===== src/rtl/mux4_arb_pkg.sv =====
// Shared types and helpers for the four-way round-robin arbiter that drives
// the NAND 4:1 mux selects.
package mux4_arb_pkg;

    localparam int NUM_REQ = 4;

    typedef enum logic {
        ST_IDLE  = 1'b0,
        ST_GRANT = 1'b1
    } arb_state_t;

    typedef logic [1:0] owner_t;

    // Mux wiring: s0 carries the upper index bit, s1 the lower one.
    function automatic logic [1:0] idx_to_sel(input owner_t idx);
        return {idx[1], idx[0]};
    endfunction

endpackage


===== src/rtl/rr_pick4.sv =====
// Rotating first-set-bit picker: scans req starting at index start, wrapping
// modulo 4, and reports the first requester found.
module rr_pick4
    import mux4_arb_pkg::*;
(
    input  logic [NUM_REQ-1:0] req,
    input  owner_t             start,
    output logic               found,
    output owner_t             idx
);

    owner_t             cand_idx [NUM_REQ];
    logic [NUM_REQ-1:0] hit;

    for (genvar gi = 0; gi < NUM_REQ; gi++) begin : g_cand
        assign cand_idx[gi] = start + owner_t'(gi);
        assign hit[gi]      = req[cand_idx[gi]];
    end

    // Walk from the farthest candidate down so the nearest one wins.
    always_comb begin
        found = 1'b0;
        idx   = start;
        for (int i = NUM_REQ - 1; i >= 0; i--) begin
            if (hit[i]) begin
                found = 1'b1;
                idx   = cand_idx[i];
            end
        end
    end

endmodule


===== src/rtl/mux4_rr_arbiter.sv =====
// Round-robin arbiter sharing the 4:1 NAND mux between requesters a..d, with a
// bounded hold per tenure. Optional owner lock enabled by MUX4_ARB_LOCK_EN.
module mux4_rr_arbiter
    import mux4_arb_pkg::*;
#(
    parameter int MAX_HOLD = 8,
    parameter int CNT_W    = 8
) (
    input  logic               clk,
    input  logic               rst_n,
    input  logic [NUM_REQ-1:0] req,
`ifdef MUX4_ARB_LOCK_EN
    input  logic               lock,
`endif
    output logic [NUM_REQ-1:0] gnt,
    output logic               s0,
    output logic               s1,
    output logic               busy,
    output owner_t             owner
);

    arb_state_t         state_reg, state_next;
    owner_t             owner_reg, owner_next;
    owner_t             ptr_reg, ptr_next;
    logic [NUM_REQ-1:0] gnt_reg, gnt_next;
    logic [1:0]         sel_reg, sel_next;
    logic               busy_reg, busy_next;
    logic [CNT_W-1:0]   hold_cnt_reg, hold_cnt_next;
    logic               lock_hit_reg, lock_hit_next;
    logic               load_new;

    logic [NUM_REQ-1:0] own_mask;
    logic [NUM_REQ-1:0] pick_req;
    owner_t             pick_start;
    logic               pick_found;
    owner_t             pick_idx;
    logic               release_w;
    logic               expiry;
    logic               lock_act;

`ifdef MUX4_ARB_LOCK_EN
    assign lock_act = lock;
    logic lock_hit;
    assign lock_hit = lock_hit_reg;
`else
    assign lock_act = 1'b0;
`endif

    // In GRANT the current owner is masked out so the pick reports only rivals.
    assign own_mask   = NUM_REQ'(1) << owner_reg;
    assign pick_req   = (state_reg == ST_GRANT) ? (req & ~own_mask) : req;
    assign pick_start = (state_reg == ST_GRANT) ? owner_reg + owner_t'(1) : ptr_reg;
    assign release_w  = ~|(req & own_mask);
    assign expiry     = (hold_cnt_reg == CNT_W'(MAX_HOLD - 1));

    rr_pick4 u_pick (
        .req   (pick_req),
        .start (pick_start),
        .found (pick_found),
        .idx   (pick_idx)
    );

    always_ff @(posedge clk or negedge rst_n) begin
        if (!rst_n) begin
            state_reg    <= ST_IDLE;
            owner_reg    <= '0;
            ptr_reg      <= '0;
            gnt_reg      <= '0;
            sel_reg      <= '0;
            busy_reg     <= 1'b0;
            hold_cnt_reg <= '0;
            lock_hit_reg <= 1'b0;
        end else begin
            state_reg    <= state_next;
            owner_reg    <= owner_next;
            ptr_reg      <= ptr_next;
            gnt_reg      <= gnt_next;
            sel_reg      <= sel_next;
            busy_reg     <= busy_next;
            hold_cnt_reg <= hold_cnt_next;
            lock_hit_reg <= lock_hit_next;
        end
    end

    always_comb begin
        state_next    = state_reg;
        hold_cnt_next = hold_cnt_reg;
        lock_hit_next = lock_hit_reg;
        load_new      = 1'b0;
        case (state_reg)
            ST_IDLE: begin
                hold_cnt_next = '0;
                if (pick_found) begin
                    state_next = ST_GRANT;
                    load_new   = 1'b1;
                end
            end
            ST_GRANT: begin
                if (release_w) begin
                    if (pick_found) load_new = 1'b1;
                    else            state_next = ST_IDLE;
                end else if (expiry) begin
                    if (lock_act) begin
                        if (pick_found) lock_hit_next = 1'b1;
                    end else if (pick_found) begin
                        load_new = 1'b1;
                    end else begin
                        hold_cnt_next = '0;
                    end
                end else begin
                    hold_cnt_next = hold_cnt_reg + CNT_W'(1);
                end
            end
            default: state_next = ST_IDLE;
        endcase
        if (load_new) hold_cnt_next = '0;
        if (state_next == ST_IDLE) hold_cnt_next = '0;
    end

    always_comb begin
        owner_next = owner_reg;
        ptr_next   = ptr_reg;
        gnt_next   = gnt_reg;
        sel_next   = sel_reg;
        busy_next  = busy_reg;
        if (load_new) begin
            owner_next = pick_idx;
            ptr_next   = pick_idx + owner_t'(1);
            gnt_next   = NUM_REQ'(1) << pick_idx;
            sel_next   = idx_to_sel(pick_idx);
            busy_next  = 1'b1;
        end else if (state_next == ST_IDLE) begin
            owner_next = '0;
            gnt_next   = '0;
            sel_next   = '0;
            busy_next  = 1'b0;
        end
    end

    assign gnt   = gnt_reg;
    assign s0    = sel_reg[1];
    assign s1    = sel_reg[0];
    assign busy  = busy_reg;
    assign owner = owner_reg;

endmodule

===== config.mk =====
export PLATFORM = sky130hd
export DESIGN_NAME = mux4_rr_arbiter
export DESIGN_NICKNAME = d
export VERILOG_FILES = /design/src/rtl/mux4_arb_pkg.sv /design/src/rtl/rr_pick4.sv /design/src/rtl/mux4_rr_arbiter.sv
export SDC_FILE = /design/constraint.sdc
export NUM_CORES = 1
export LEC_CHECK = 0
export CAP_MARGIN = 20
export CORE_UTILIZATION = 35
export CTS_BUF_LIST = sky130_fd_sc_hd__clkbuf_4 sky130_fd_sc_hd__clkbuf_8
export CTS_CLUSTER_DIAMETER = 60
export DETAILED_ROUTE_END_ITERATION = 10
export SLEW_MARGIN = 20
export SYNTH_ARGS = -nofsm -noshare
export SYNTH_HDL_FRONTEND = slang
export SYNTH_SLANG_ARGS = --single-unit

===== constraint.sdc =====
create_clock -name clk -period 3.5 [get_ports clk]
set_input_delay 0.7 -clock clk [delete_from_list [all_inputs] [get_ports clk]]
set_output_delay 0.7 -clock clk [all_outputs]
set_load 0.01 [all_outputs]

Word-level counts from Yosys, hierarchy flattened
Index checks and enable logic that the tools add are counted.
Storage, ports and cells
  logic and storage cells: 64
  register bits: 18
Operators by class
  $add $sub $neg: 6
  order comparisons: 4
  mux-type cells: 36
  reduce and logical (&&, ||, !) cells: 2
  bitwise gates (word level): 4
  equal/unequal tests: 4
  shift-type cells: 2
Operators by type and width (count)
  2-to-1 mux 8 bit: 5
  case mux 8 bit (2 select lines): 1
  2-to-1 mux 1 bit: 14
  2-to-1 mux 2 bit: 7
  less-than comparator 2 x 3 -> 1 bit (second input constant): 4
  2-to-1 mux 4 bit: 3
  adder 8 x 1 -> 8 bit (second input constant): 1
  bitwise AND 4 bit: 2
  binary-select mux 1 bit (select 2 bit): 4
  == test 8 x 3 -> 1 bit (second input constant): 1
  << shifter 1 x 2 -> 4 bit (first input constant): 2
  adder 2 x 1 -> 2 bit (second input constant): 3
  != test 5 bit (second input constant): 1
  adder 2 bit (second input constant): 2
  != test 4 x 2 -> 1 bit (second input constant): 1
  inverter 4 bit: 1
  case mux 1 bit (2 select lines): 2
  OR reduction 4 bit: 1
  != test 2 x 1 -> 1 bit (second input constant): 1
  AND reduction 2 bit: 1
  inverter 1 bit: 1

Logic depth before layout (Yosys ltp)
  depth after elaboration: 16
  gate-level depth with buffers: 9
  gate-level depth less buffers: 9

Hierarchy
A second synthesis with hierarchy kept.
Second synthesis, totals
  cell total of the unflattened synthesis: 99
  area, all modules: 1059.8 um^2
By module, submodules not included
  mux4_rr_arbiter: seq. area each 450.4 um^2, area an instance 959.7 um^2, times used 1, cells each 83
  rr_pick4: seq. area each 0.0 um^2, area an instance 100.1 um^2, times used 1, cells each 16

Least setup slack after synthesis
No wires, ideal clock.
  path kind: register to register
  from: register, netlist name sel_reg[1]
  to: register ptr_reg[1]
  required time: 3375 ps
  data arrival time: 2160 ps
  clock period less this slack: 2285 ps
  path slack: 1215 ps
  stages on the path, launching flop included: 10
  cell sequence: dfrtp_1 inv_1 ha_1 a21boi_0 a21oi_1 o21a_1 o22ai_1 inv_1 ha_1 mux2_4
RTL lines
  to (signal assigned): line mux4_rr_arbiter.sv:76  | ptr_reg <= ptr_next;
  to (decl): line mux4_rr_arbiter.sv:24  | owner_t ptr_reg, ptr_next;

Worst setup path in the final report
  from: input port req[1]
  to: register ptr_reg[1]
On the way
  word-level cells in the longest chain between the ends: 12
  elaborated cells on any way between the ends: 25
Ends and longest elaborated chain
  from (decl): line mux4_rr_arbiter.sv:11  | input logic [NUM_REQ-1:0] req,
  bitwise AND 4 bit: line mux4_rr_arbiter.sv:51  | assign pick_req = (state_reg == ST_GRANT) ? (req & ~own_mask) : req;
  2-to-1 mux 4 bit: line mux4_rr_arbiter.sv:51
  binary-select mux 1 bit (select 2 bit): line rr_pick4.sv:17  | assign hit[gi] = req[cand_idx[gi]];
  2-to-1 mux 1 bit (implied by the code): line rr_pick4.sv:17
  2-to-1 mux 1 bit (4 in series): line rr_pick4.sv:25  | if (hit[i]) begin
  2-to-1 mux 1 bit: line mux4_rr_arbiter.sv:93, mux4_rr_arbiter.sv:100, mux4_rr_arbiter.sv:105
  2-to-1 mux 1 bit: line mux4_rr_arbiter.sv:102  | end else if (expiry) begin
  2-to-1 mux 1 bit: line mux4_rr_arbiter.sv:99  | if (release_w) begin
  case mux 1 bit (2 select lines): line mux4_rr_arbiter.sv:90  | case (state_reg)
Several ways; a longest one is shown, not always the timed one. The select of a mux whose other input is x is not followed.
A chain may end at the register's enable or synchronous reset.

==> out/qor.yml <==
diodes: 0
initial_core_util_pct: 36.5
finalHoldViolations: 0
place_congestion: 0.790
power.total_uw: 1130
cap_violations: 0
fmaxAchievable_mhz: 368
cts_setup_buffers: 0
yosysSeqAreaShare_pct: 40.8
fin_cells: 166
whs_ns: 0.459
vias: 817
rows: 20
placed_cells: 162
setup_viol_count_final: 0
grt_max_degree: 19
start_kind: "primary input"
holdCritPathClass: "flip-flop to flip-flop"
p_sw_uw: 465
die_y_um: 58.2
ir_drop_mv: 0.398
ys_types: 37
cts.clk_slew.worst_paths_ns: 0.10
drc_errors: 0
cp_num_buf_inv: 2
finalCriticalPeriod_ns: 2.72
critPathKind: "primary input to flip-flop"
leakage_uw: 0.000597
crit_chain: "clkdlybuf4s50_1, a21boi_0, a21oi_1, o21a_1, o22ai_1, inv_1, ha_1, mux2_4"
overflow: 0
htreeDepth: 1
relSlewSlack_pct: 47.2
cts_tree: "built"
powerDensity_nw_per_um2: 868
core_um2: 3030
drv_slew: 0
clock_skew_ns: 0.00131
seqPwrFrac_pct: 29.7
ys_warn_count: 0
clockBufferDepth: 2
tns_ns: 0
avgSynthCellArea_um2: 10.2
hold_buffers: 0
p_clk_share_pct: 11.2
vias_per_cell: 4.92
synth-seq-cells: 18
endpoint_kind: "flip-flop"
crit_family: "compound AO/OA/AOI/OAI gates"
io_pins: 15
cts.sinks: 18
yosys-top-cells-area: "dfrtp_1, ha_1, nor2_1, a22o_1, xor2_1"
fin_crit_sh_pct: 77.6
dr.pass1.iters: 4
pre_cts_ws_ns: 0.501
swShare_pct: 41.1
worstPathArrival_ns: 2.90
grt_pass1_vias: 770
path_depth: 8
antenna_found_initial: 0
fin_nets: 138
status: "finished, final reports clean"
detail-route-antenna-nets: 0
cts-root-buf: "clkbuf_4"
hold_depth: 1
grtUsageTotal_pct: 14.5
drive_gt1_share_pct: 13.1
ff2ff_path_depth: 9
worst_slack_ns: 0.783
wl_per_cell_um: 12.6
synth_nets: 123
p_comb_share_pct: 59.1
grt_pass1_wl_mm: 3.70
p_int_uw: 667
cpPeakStageDelay_ns: 0.52
dieArea_um2: 3390
syn_area_um2: 1100
dp_hpwl_mm: 1.57
die-width_um: 58.2
worstSkewPairLatency_ns: 0.29
crit_fanout: 4
largest_reg_flops: 8
yosys.area.top_type: "dfrtp_1"
rsz0062_at_grt: "false"
crit_slowest_cell: "clkdlybuf4s50_1"
cts_buffers: 3
port_buffers: 14
cp.required_ns: 3.69
tightest_slew_ns: 0.789
synthCells: 108
cts_resized: 0
drt_iter0_markers: 25
wirelength_mm: 2.09
synth_top_area_share_pct: 40.8
syn_to_final_growth_pct: 18.1
## layout by cell type (no fill, tap or decap), types with 2 or more instances in the layout
cell	netlist	routed
a21boi_0	3	3
a21oi_1	3	3
a22o_1	4	4
a22o_2	2	2
and3_1	2	2
clkbuf_4	0	3
clkdlybuf4s50_1	0	14
dfrtp_1	18	18
ha_1	9	9
inv_1	7	7
nand2_1	6	6
nand2b_1	3	3
nand3_1	4	4
nor2_1	10	10
o21a_1	3	3
o21ai_0	3	3
o21ai_1	2	2
o221ai_1	2	2
or2_4	2	2
xnor2_1	2	2
xor2_1	4	4
## worst register-to-register path, cell delays in order, from the launching register on
cell and delay [ns]:
dfrtp_1 0.48, inv_1 0.10, ha_1 0.23, a21boi_0 0.43, a21oi_1 0.10, o21a_1 0.19
o22ai_1 0.29, inv_1 0.12, ha_1 0.28, mux2_4 0.25
## per-layer routing
| layer | part of all wire, % | global-route usage (%) |
|---|---|---|
| met5 | 0 | 0 |
| met4 | 0.48 | 4.08 |
| met3 | 3.4 | 4.69 |
| met2 | 44 | 20.9 |
| met1 | 52 | 20.9 |
## logic make-up after synthesis
family,after synthesis,synth area share [%]
compound gates,30,20.2
fa+ha+maj,9,10.2
xor+xnor,6,4.76
mux,3,3.28
buf+inv,11,5.21
flops,18,40.8
simple gates,31,15.6
## cell type report
type	instances	area, um^2
Clock buffer	4	36.3
Fill cell	293	1720
Inverter	7	26.3
Multi-Input combinational cell	79	597
Sequential cell	18	450
Tap cell	44	55.1
Timing Repair Buffer	14	140
## cell usage after synthesis
cell,n
a21bo_2,1
nand2b_1,3
buf_2,1
o2bb2ai_1,1
a21oi_2,1
and3_2,1
o31ai_1,1
a22o_2,2
a21boi_0,3
ha_1,9
dfrtp_1,18
o21ai_0,3
o21a_1,3
mux2_2,1
o211ai_1,1
o221ai_1,2
nor2_1,10
or4_4,1
mux2i_1,1
a32o_1,1
mux2_4,1
o22ai_1,1
nor3_4,1
a31oi_1,1
and2_4,1
xor2_1,4
and3_1,2
inv_1,7
o21ai_1,2
xnor2_1,2
buf_4,2
or2_4,2
a21oi_1,3
buf_6,1
nand2_1,6
a22o_1,4
nand3_1,4
## through the flow
stage               utilization, %  instance area, um^2
floorplan                        -                 1100
global placement              41.9                 1270
detailed placement            41.9                 1270
CTS                           43.1                 1310
global route                  43.1                 1310
finish                        43.1                 1310
## power groups by stage
stage / clock network, uW / registers [uW] / logic (uW)
CTS: 133 / 336 / 677
global route: 145 / 346 / 752
finish: 127 / 336 / 670
floorplan: 0 / 334 / 497
global placement: 0 / 339 / 654
detailed placement: 0 / 339 / 670
## final timing paths
| kind | endpoint | startpoint | slack [ns] |
|---|---|---|---|
| max | ptr_reg[1]$_DFFE_PN0P_ | req[1] | 0.78 |
| min | hold_cnt_reg[0]$_DFFE_PN0P_ | hold_cnt_reg[0]$_DFFE_PN0P_ | 0.46 |
| max reg2reg | ptr_reg[1]$_DFFE_PN0P_ | sel_reg[1]$_DFFE_PN0P_ | 0.93 |
| min reg2reg | hold_cnt_reg[0]$_DFFE_PN0P_ | hold_cnt_reg[0]$_DFFE_PN0P_ | 0.46 |
| max in group asynchronous | hold_cnt_reg[5]$_DFFE_PN0P_ | rst_n | 2.15 |
| min in group asynchronous | hold_cnt_reg[0]$_DFFE_PN0P_ | rst_n | 0.86 |
(Power assumes the default switching activity.)
